[config.mk]
export PLATFORM = sky130hd
export DESIGN_NAME = board_vram_arbiter
export DESIGN_NICKNAME = d
export VERILOG_FILES = /design/src/rtl/tetris_pkg.sv /design/src/rtl/board_ram.sv /design/src/rtl/board_vram_arbiter.sv
export SDC_FILE = /design/constraint.sdc
export NUM_CORES = 1
export LEC_CHECK = 0
export CAP_MARGIN = 20
export CORE_ASPECT_RATIO = 0.75
export CORE_UTILIZATION = 45
export CTS_CLUSTER_DIAMETER = 50
export DETAILED_ROUTE_END_ITERATION = 16
export GPL_ROUTABILITY_DRIVEN = 0
export PLACE_DENSITY_LB_ADDON = 0.3
export SYNTH_ARGS = -nofsm -noshare
export SYNTH_HDL_FRONTEND = slang
export SYNTH_SLANG_ARGS = --single-unit
[constraint.sdc]
create_clock -name clk_25_175 -period 5 [get_ports clk_25_175]
set_input_delay 0.5 -clock clk_25_175 [delete_from_list [all_inputs] [get_ports clk_25_175]]
set_output_delay 0.5 -clock clk_25_175 [all_outputs]
set_load 0.05 [all_outputs]
[src/rtl/tetris_pkg.sv]
// Shared constants and types for the Tetris board video/RAM slice:
// palette, background colour, board defaults and the arbiter FSM types.
package tetris_pkg;

    localparam int COLS_DEF = 10;
    localparam int ROWS_DEF = 20;

    // Pixel format is {b,g,r}, 4 bits each.
    localparam logic [11:0] BG_COLOR = 12'h000;

    // Entry 0 is the background so empty cells disappear into the border.
    localparam logic [15:0][11:0] PALETTE = {
        12'hF88, 12'h8F8, 12'h008, 12'h080,
        12'h800, 12'h444, 12'h888, 12'hFFF,
        12'h08F, 12'hFF0, 12'hF0F, 12'h0FF,
        12'hF00, 12'h0F0, 12'h00F, BG_COLOR
    };

    typedef enum logic {
        ST_IDLE  = 1'b0,
        ST_CLEAR = 1'b1
    } vram_state_t;

    // Full FSM state, kept in one struct so it can be observed as a unit.
    typedef struct packed {
        vram_state_t state;
        logic [7:0]  clr_ptr;
    } vram_fsm_t;

endpackage

[src/rtl/board_ram.sv]
// Single-port board RAM: synchronous read-first, one-cycle read latency,
// one 4-bit colour index per word. Contents are never reset.
module board_ram #(
    parameter int DEPTH = 200,
    parameter int AW    = 8,
    parameter int DW    = 4
) (
    input  logic          clk_25_175,
    input  logic          en,
    input  logic          we,
    input  logic [AW-1:0] addr,
    input  logic [DW-1:0] wdata,
    output logic [DW-1:0] rdata
);

    logic [DW-1:0] mem [DEPTH];

    // One access per cycle: optional write plus registered read of the old word.
    always_ff @(posedge clk_25_175) begin
        if (en) begin
            if (we) begin
                mem[addr] <= wdata;
            end
            rdata <= mem[addr];
        end
    end

endmodule

[src/rtl/board_vram_arbiter.sv]
// Board VRAM arbiter: video scan-out owns the RAM inside the board window;
// outside it the clear engine or the game read/write ports get the RAM.
//
// Handshake: a requester raises req with addr/data and holds them stable
// until served. A write is served in the cycle wr_ack is high (RAM updated at
// the closing edge). A read is served when rd_valid pulses high for one
// cycle, one cycle after its grant, with rd_data valid only in that cycle.
// Dropping req before service cancels it with no side effects.
module board_vram_arbiter
    import tetris_pkg::*;
#(
    parameter int BOARD_X0   = 240,
    parameter int BOARD_Y0   = 80,
    parameter int CELL_SHIFT = 4,
    parameter int COLS       = COLS_DEF,
    parameter int ROWS       = ROWS_DEF
) (
    input  logic        clk_25_175,
    input  logic        reset,
    input  logic [9:0]  hpos,
    input  logic [9:0]  vpos,
    output logic [11:0] pixstream,
    input  logic        wr_req,
    input  logic [7:0]  wr_addr,
    input  logic [3:0]  wr_data,
    output logic        wr_ack,
    input  logic        rd_req,
    input  logic [7:0]  rd_addr,
    output logic [3:0]  rd_data,
    output logic        rd_valid,
    input  logic        clear_req,
    output logic        busy,
    output logic        frame_start
);

    localparam int          DEPTH    = COLS * ROWS;
    localparam logic [10:0] X_LO     = 11'(BOARD_X0);
    localparam logic [10:0] X_HI     = 11'(BOARD_X0 + (COLS << CELL_SHIFT));
    localparam logic [10:0] Y_LO     = 11'(BOARD_Y0);
    localparam logic [10:0] Y_HI     = 11'(BOARD_Y0 + (ROWS << CELL_SHIFT));
    localparam logic [8:0]  DEPTH9   = 9'(DEPTH);
    localparam logic [7:0]  LAST_PTR = 8'(DEPTH - 1);

    vram_fsm_t   fsm_q, fsm_d;
    logic        in_window;
    logic [9:0]  hrel, vrel;
    logic [7:0]  video_addr;
    logic        game_ok, wr_cand, rd_cand, grant_wr, grant_rd;
    logic        wr_in_range, rd_in_range;
    logic        last_rd_q;
    logic        rd_valid_q, rd_oob_q;
    logic        win_q;
    logic [11:0] pix_q;
    logic        frame_q;
    logic        ram_en, ram_we;
    logic [7:0]  ram_addr;
    logic [3:0]  ram_wdata, ram_rdata;

    assign in_window = ({1'b0, hpos} >= X_LO) && ({1'b0, hpos} < X_HI) &&
                       ({1'b0, vpos} >= Y_LO) && ({1'b0, vpos} < Y_HI);
    assign hrel       = hpos - 10'(BOARD_X0);
    assign vrel       = vpos - 10'(BOARD_Y0);
    assign video_addr = 8'(((vrel >> CELL_SHIFT) * 10'(COLS)) + (hrel >> CELL_SHIFT));

    assign wr_in_range = ({1'b0, wr_addr} < DEPTH9);
    assign rd_in_range = ({1'b0, rd_addr} < DEPTH9);

    // Game ports compete only outside the window, in IDLE, out of reset.
    // A read already granted is masked while its rd_valid is showing so the
    // still-held rd_req is not served twice.
    assign game_ok  = reset && !in_window && (fsm_q.state == ST_IDLE);
    assign wr_cand  = wr_req && game_ok;
    assign rd_cand  = rd_req && !rd_valid_q && game_ok;
    assign grant_wr = wr_cand && (!rd_cand || last_rd_q);
    assign grant_rd = rd_cand && (!wr_cand || !last_rd_q);

    assign wr_ack      = grant_wr;
    assign rd_valid    = rd_valid_q;
    assign rd_data     = (rd_valid_q && !rd_oob_q) ? ram_rdata : 4'd0;
    assign busy        = (fsm_q.state == ST_CLEAR);
    assign pixstream   = pix_q;
    assign frame_start = frame_q;

    // FSM state register.
    always_ff @(posedge clk_25_175) begin
        if (!reset) begin
            fsm_q <= '{state: ST_IDLE, clr_ptr: 8'd0};
        end else begin
            fsm_q <= fsm_d;
        end
    end

    // FSM next state: clear walks the board one cell per non-window cycle.
    always_comb begin
        fsm_d = fsm_q;
        case (fsm_q.state)
            ST_IDLE: begin
                if (clear_req) begin
                    fsm_d.state   = ST_CLEAR;
                    fsm_d.clr_ptr = 8'd0;
                end
            end
            ST_CLEAR: begin
                if (!in_window) begin
                    if (fsm_q.clr_ptr == LAST_PTR) begin
                        fsm_d.state   = ST_IDLE;
                        fsm_d.clr_ptr = 8'd0;
                    end else begin
                        fsm_d.clr_ptr = fsm_q.clr_ptr + 8'd1;
                    end
                end
            end
            default: fsm_d.state = ST_IDLE;
        endcase
    end

    // RAM port mux: video, then clear, then the granted game access.
    always_comb begin
        ram_en    = 1'b0;
        ram_we    = 1'b0;
        ram_addr  = 8'd0;
        ram_wdata = 4'd0;
        if (in_window) begin
            ram_en   = 1'b1;
            ram_addr = video_addr;
        end else if (fsm_q.state == ST_CLEAR) begin
            ram_en   = reset;
            ram_we   = reset;
            ram_addr = fsm_q.clr_ptr;
        end else if (grant_wr) begin
            ram_en    = wr_in_range;
            ram_we    = wr_in_range;
            ram_addr  = wr_addr;
            ram_wdata = wr_data;
        end else if (grant_rd) begin
            ram_en   = rd_in_range;
            ram_addr = rd_addr;
        end
    end

    // Game-side registers: read completion and round-robin memory.
    always_ff @(posedge clk_25_175) begin
        if (!reset) begin
            rd_valid_q <= 1'b0;
            rd_oob_q   <= 1'b0;
            last_rd_q  <= 1'b1;
        end else begin
            rd_valid_q <= grant_rd;
            rd_oob_q   <= grant_rd && !rd_in_range;
            if (grant_wr) begin
                last_rd_q <= 1'b0;
            end else if (grant_rd) begin
                last_rd_q <= 1'b1;
            end
        end
    end

    // Video pipeline: RAM read, then registered palette lookup; frame pulse.
    always_ff @(posedge clk_25_175) begin
        if (!reset) begin
            win_q   <= 1'b0;
            pix_q   <= 12'h000;
            frame_q <= 1'b0;
        end else begin
            win_q   <= in_window;
            pix_q   <= win_q ? PALETTE[ram_rdata] : BG_COLOR;
            frame_q <= (hpos == 10'd0) && (vpos == 10'd0);
        end
    end

    board_ram #(
        .DEPTH(DEPTH),
        .AW   (8),
        .DW   (4)
    ) u_board_ram (
        .clk_25_175(clk_25_175),
        .en        (ram_en),
        .we        (ram_we),
        .addr      (ram_addr),
        .wdata     (ram_wdata),
        .rdata     (ram_rdata)
    );

endmodule

==> reports/qor.txt, run 1 <==
Outcome = finished clean
Final Cycle Share = 99.73%
Worst Tran Pin Value = 1.105 ns
Crit Path Category = primary input to flip-flop
Drt pass-1 iters = 6
Slowest cell delay on critical path = 0.73 ns
Synth Warn # = 0
Synthesized flop and latch total = 827
Startpoint Class = primary input
Layout cell share with drive strength beyond 1 = 17.85%
CTS tree = done
Clock sinks = 827
Max Freq = 0.2005 GHz
RSZ-0062 raised after global routing = yes
Starting density of the core = 45.66%
Max Cap Violations = 0
Layout Nets = 3318
WP data arrival = 5.32 ns
Syn avg cell area = 12.35 sq um
Synth Flop Type = edfxtp_1
Post-DP HPWL = 72450 um
Global-route wire length before repair = 158000 um
Initial DRC Count = 3675
Mapped Nets = 2927
Clk buf depth = 3
Worst Clk Skew = 0.02449 ns
Flop2flop setup slack = 0.37 ns
Layout fillers = 6210
# hold bufs at CTS = 0
Worst Setup End Kind = flip-flop
Root Driver = clkbuf_16
Via count = 25800
Count leader, synth = edfxtp_1
DRC = 0
Wirelength per Cell = 24.63 um
Critical Path Fanout Max = 7
Clk_lat worst skew = 0.63 ns
Area growth, synth to finish = 20.68%
Crit-path cells = clkdlybuf4s50_1 > inv_1 > ha_1 > nor2b_1 > nor2_1 > xor2_1 > ha_1 > fa_1 > ha_1 > o21ai_0 > nor2_1 > nor2_1 > nor2_1 > a41oi_1 > o311ai_2 > buf_12 > nand2_1 > buf_4 > nor2_1 > nor4_1 > o2111ai_1
Pre-CTS setup slack = -0.4626 ns
PD cells = 370.8 nW/um^2
Cell repeated most along the worst path = nor2_1
Via density = 5.941
Final setup violation count = 0
Post-DRT Antenna Nets = 0
WHS Path Cells = 2
Relative slew slack = 25.56%
DP Area = 39980 sq um
Post-Syn Instances = 2854
Worst path top cell family by delay = simple AND/OR/NAND/NOR gates
Fin crit period = 4.987 ns
Die X-Extent = 325.1 um
Final instance area = 42530 sq um
Reg clk slew, reported paths = 0.06 ns
Port Buffers = 64
Top-level I/O count = 65
Async set-reset flop share out of synthesis = 0%
EDFF count, synth = 804
RR Startpoint = busy
Critical path required time = 5.34 ns
Worst Reg-to-Reg Cells = 11
Initial antenna violation count = 3
Vias in the first global route = 24260
Total Routing Usage GR = 26.61%
CTS HTree Levels = 3
Grt ovf = 0
Netlist cell types = 89
Worst vdd ir = 0.2872 mV
Largest area contributor in the netlist = edfxtp_1
Post-Syn Area = 35240 sq um
Largest net degree at the start of global routing = 93
Post-CTS Setup Bufs = 0
Buf/Inv on CP = 4
Final Max Slew Viols = 0
Hold Path Class = primary input to flip-flop
Sink of the worst hold path = frame_start
Synth top area share = 68.51%
Final setup margin = 0.01333 ns
Final Hold Viols = 0
HP Start = hpos[0]
Leading post-synthesis cells by cell area = edfxtp_1 (69%), nand2_1 (7.7%), nand3_1 (4.5%)
Die ar. = 79450 sq um
Pleak = 15.81 nW
Total CTS buffers = 79
Row count = 88
Total wire length = 107000 um
Sequential-to-total area share from yosys stat = 69.81%
Post-synth top cells = edfxtp_1 (804), nand2_1 (723), nand3_1 (320)
Slowest cell on crit path = nor4_1
Core area = 77180 sq um
Die H = 244.4 um
Worst r2r dst = u_board_ram.rdata[3]
==> metrics by stage <==
step | util, % | TNS (ns) | total power, mW | instances | hold slack (ns)
after floorplan | - | 0 | 8.897 | 2854 | 0.4694
after global placement | 51.79 | -31.22 | 9.870 | 4199 | 0.4837
after detailed placement | 51.79 | -58.95 | 9.901 | 4199 | 0.5134
after CTS | 55.07 | 0 | 15.75 | 4340 | 0.3866
after global routing | 55.09 | -0.09894 | 16.19 | 4340 | 0.4124
final | 55.10 | 0 | 15.77 | 4342 | 0.4157
==> area by class of cell <==
| cell class | count | area, sq um | share of cell area [%] |
|---|---|---|---|
| clock buffers | 100 | 2192 | 5.154 |
| diodes | 2 | 5.005 | 0.01177 |
| repair buffers | 487 | 4292 | 10.09 |
| multi-input cells | 1833 | 9741 | 22.90 |
| clock inverters | 41 | 336.6 | 0.7914 |
| inverters | 17 | 63.81 | 0.1500 |
| well taps | 1035 | 1295 | 3.045 |
| flip-flops and latches | 827 | 24600 | 57.85 |
==> metal layers <==
metal	share of wire (%)	vias up	wire, um	global-route usage [%]
li1	-	11210	-	-
met5	0.036	-	38	0
met1	42	12640	44960	39.69
met4	3.1	6	3271	7.728
met2	41	1703	44140	37.14
met3	14	241	14540	8.209
==> power breakdown <==
| group | internal [mW] | switching (mW) | total, mW |
|---|---|---|---|
| Clock | 3.36 | 2.57 | 5.94 |
| Combinational | 0.758 | 1.45 | 2.21 |
| Sequential | 7.59 | 0.0368 | 7.62 |
==> flip-flops by register name (all words and copies together), names as in the netlist <==
register,count
win_q,1
last_rd_q,1
u_board_ram.rdata,4
u_board_ram.mem,800
fsm_q,8
pixstream,9
rd_oob_q,1
frame_start,1
rd_valid,1
busy,1
==> kinds of logic (layout without fill, tap and decap cells) <==
group | count (synthesis) | count (layout) | share of synthesized area [%]
AOI/OAI and AO/OA | 227 | 227 | 4.818
xor gates and xnor gates | 15 | 15 | 0.3728
adders and majority gates | 28 | 28 | 1.037
buffers and inverters | 194 | 645 | 2.755
DFF | 827 | 827 | 69.81
muxes | 85 | 85 | 2.922
other | 0 | 2 | 0
and+or+nand+nor | 1478 | 1478 | 18.28
==> what timing repair did <==
item                                    CTS  global route
endpoints found under the hold margin     0             0
gates resized for setup                   0             3
endpoints found under the setup margin    0             2
==> worst max-delay path by stage <==
stage | cells past startpoint | slack [ns] | end | startpoint
floorplan | 8 | 0.34 | u_board_ram.mem[0][0] | vpos[7]
global placement | 22 | -0.43 | u_board_ram.rdata[2] | vpos[4]
CTS | 22 | 0.18 | u_board_ram.rdata[2] | vpos[4]
finish | 21 | 0.01 | u_board_ram.rdata[3] | vpos[4]
detailed placement | 22 | -0.46 | u_board_ram.rdata[2] | vpos[4]
global route | 21 | -0.06 | u_board_ram.rdata[3] | vpos[4]
==> placed cells by master, fill, tap and decap left out, types with 28 or more instances in the layout <==
master / synthesis / layout
a31oi_1: 43 / 43
and3_1: 50 / 50
buf_12: 0 / 38
buf_4: 23 / 385
clkbuf_16: 0 / 84
clkdlybuf4s50_1: 0 / 64
edfxtp_1: 804 / 804
mux2i_1: 62 / 61
nand2_1: 723 / 723
nand3_1: 320 / 320
nand4_1: 33 / 33
nor2_1: 256 / 256
o21ai_0: 28 / 28
(Power assumes the default switching activity.)
==> run 2, diff against run 1 <==
==> constraint.sdc (replaced) <==
create_clock -name clk_25_175 -period 5 [get_ports clk_25_175]
set_input_delay 0.5 -clock clk_25_175 [delete_from_list [all_inputs] [get_ports clk_25_175]]
set_output_delay 0.5 -clock clk_25_175 [all_outputs]
set_load 0.1 [all_outputs]
==> reports/qor.txt, run 2 (synthesized netlist as in run 1, its figures left out) <==
Max reg flops = 800
Die X-Extent = 325.1 um
Sink of the worst hold path = frame_start
Starting density of the core = 45.66%
Top-level I/O count = 65
Worst vdd ir = 0.2526 mV
Overall Power = 16.30 mW
Total Negative Setup Slacks = 0 ns
Slowest cell delay on critical path = 0.52 ns
Layout Nets = 3315
Layout cell share with drive strength beyond 1 = 17.90%
Total CTS buffers = 84
Max Freq = 0.2093 GHz
Port Buffers = 64
Startpoint Class = primary input
Post-DP HPWL = 72240 um
HP Start = hpos[3]
Clk_lat worst skew = 0.66 ns
Most frequent cells in the layout = edfxtp_1 (804), nand2_1 (723), buf_4 (376)
Via count = 25710
# diodes = 0
Row count = 88
Worst Clk Skew = 0.03300 ns
Die ar. = 79450 sq um
Root Driver = clkbuf_16
Max Cap Violations = 0
Flop2flop setup slack = 0.69 ns
RR Startpoint = last_rd_q
Total Routing Usage GR = 26.69%
Hold Path Class = primary input to flip-flop
Relative slew slack = 18.14%
Final Hold Viols = 0
Drt pass-1 iters = 6
Critical Path Fanout Max = 7
Critical path required time = 5.40 ns
Crit Path Category = primary input to flip-flop
Via density = 5.920
Crit-path cells = clkdlybuf4s50_1 > inv_1 > ha_1 > nor2b_1 > nor2_1 > xor2_1 > ha_1 > fa_1 > ha_1 > o21ai_0 > nor2_1 > or2_2 > mux2i_1 > buf_4 > buf_4 > nor2_1 > buf_4 > nand2b_2 > a41oi_1 > nor3_2 > nand2_1 > a211o_1
# hold bufs at CTS = 0
Fin crit period = 4.779 ns
Pleak = 15.90 nW
Post-DRT Antenna Nets = 0
Wirelength per Cell = 24.68 um
Final Cycle Share = 95.58%
Final setup violation count = 0
Worst Reg-to-Reg Cells = 13
Global-route wire length before repair = 158200 um
Outcome = finished clean
Final core occ = 55.39%
Die H = 244.4 um
Biggest register = u_board_ram.mem
Area growth, synth to finish = 21.32%
PD cells = 381.2 nW/um^2
Hold Slack = 0.4031 ns
CTS HTree Levels = 3
Worst r2r dst = u_board_ram.rdata[2]
Vias in the first global route = 24330
Largest net degree at the start of global routing = 79
DRC = 0
Worst Setup End Kind = flip-flop
Initial antenna violation count = 2
Initial DRC Count = 4126
CTS tree = done
Grt ovf = 0
WP data arrival = 5.18 ns
Clk buf depth = 3
WHS Path Cells = 2
Clock sinks = 827
Final setup margin = 0.2212 ns
Pre-CTS setup slack = -0.5693 ns
Core area = 77180 sq um
Total wire length = 107200 um
Worst Tran Pin Value = 1.215 ns
Reg clk slew, reported paths = 0.06 ns
Final Max Slew Viols = 0
Slowest cell on crit path = clkdlybuf4s50_1
Commonest non-fill, non-tap cell in the layout = edfxtp_1
RSZ-0062 raised after global routing = yes
## run 2: cell count changes in the layout (fill, tap and decap cells not counted), moves of 2 or more
cell	previous run	this run
buf_4	385	376
bufinv_16	5	11
clkbuf_1	13	19
clkinv_1	18	14
clkinv_2	11	7
clkbuf_16	84	87
clkbuf_8	3	0
clkinvlp_4	1	4
buf_12	38	40
diode_2	2	0
inv_8	0	2
## run 2: cell type report
type	instances	area [sq um]
timing repair buffer	479	4254
sequential	827	24600
clock inverter	45	546.8
multi-input combinational	1833	9744
clock buffer	106	2248
inverter	17	63.81
tap	1035	1295
fill	6247	34430
## run 2: through the flow
stage	cell area (sq um)	instances
after floorplan	35260	2854
after global placement	39940	4191
after detailed placement	39940	4191
after CTS	42740	4342
after global routing	42760	4342
final	42760	4342
## run 2: routing by layer
layer	global-route usage, %	part of all wire (%)	vias up	wire (um)
met5	0	0.020	-	21
met4	6.534	2.4	4	2545
met3	7.584	14	172	14520
met2	37.70	42	1670	44970
met1	40.33	42	12650	45100
li1	-	-	11210	-
## run 2: worst max path at each step
stage	start	cells past startpoint	slack (ns)	end
floorplan	vpos[7]	8	0.21	u_board_ram.mem[0][0]
CTS	vpos[4]	20	0.09	u_board_ram.rdata[3]
finish	vpos[4]	22	0.22	u_board_ram.rdata[2]
global route	vpos[4]	22	-0.02	u_board_ram.rdata[2]
detailed placement	vpos[4]	20	-0.57	u_board_ram.rdata[3]
global placement	vpos[4]	20	-0.50	u_board_ram.rdata[3]
## run 2: timing repair
action                     CTS  global route
gates resized for setup      0             4
setup endpoints to repair    0             3
buffers inserted             0             0
## run 2: power by group
| part | switching (mW) | internal (mW) | leakage [nW] |
|---|---|---|---|
| clock network | 2.70 | 3.77 | 1.35 |
| logic | 1.46 | 0.740 | 6.37 |
| registers | 0.0341 | 7.59 | 8.19 |
## run 2: worst max-delay path, delay by kind of cell
| kind | cells | cell delay [ns] |
|---|---|---|
| and+or+nand+nor | 8 | 1.32 |
| buffers and inverters | 5 | 1.13 |
| adders and majority gates | 4 | 1.38 |
| AOI/OAI and AO/OA | 3 | 0.55 |
| muxes | 1 | 0.13 |
| xor gates and xnor gates | 1 | 0.16 |
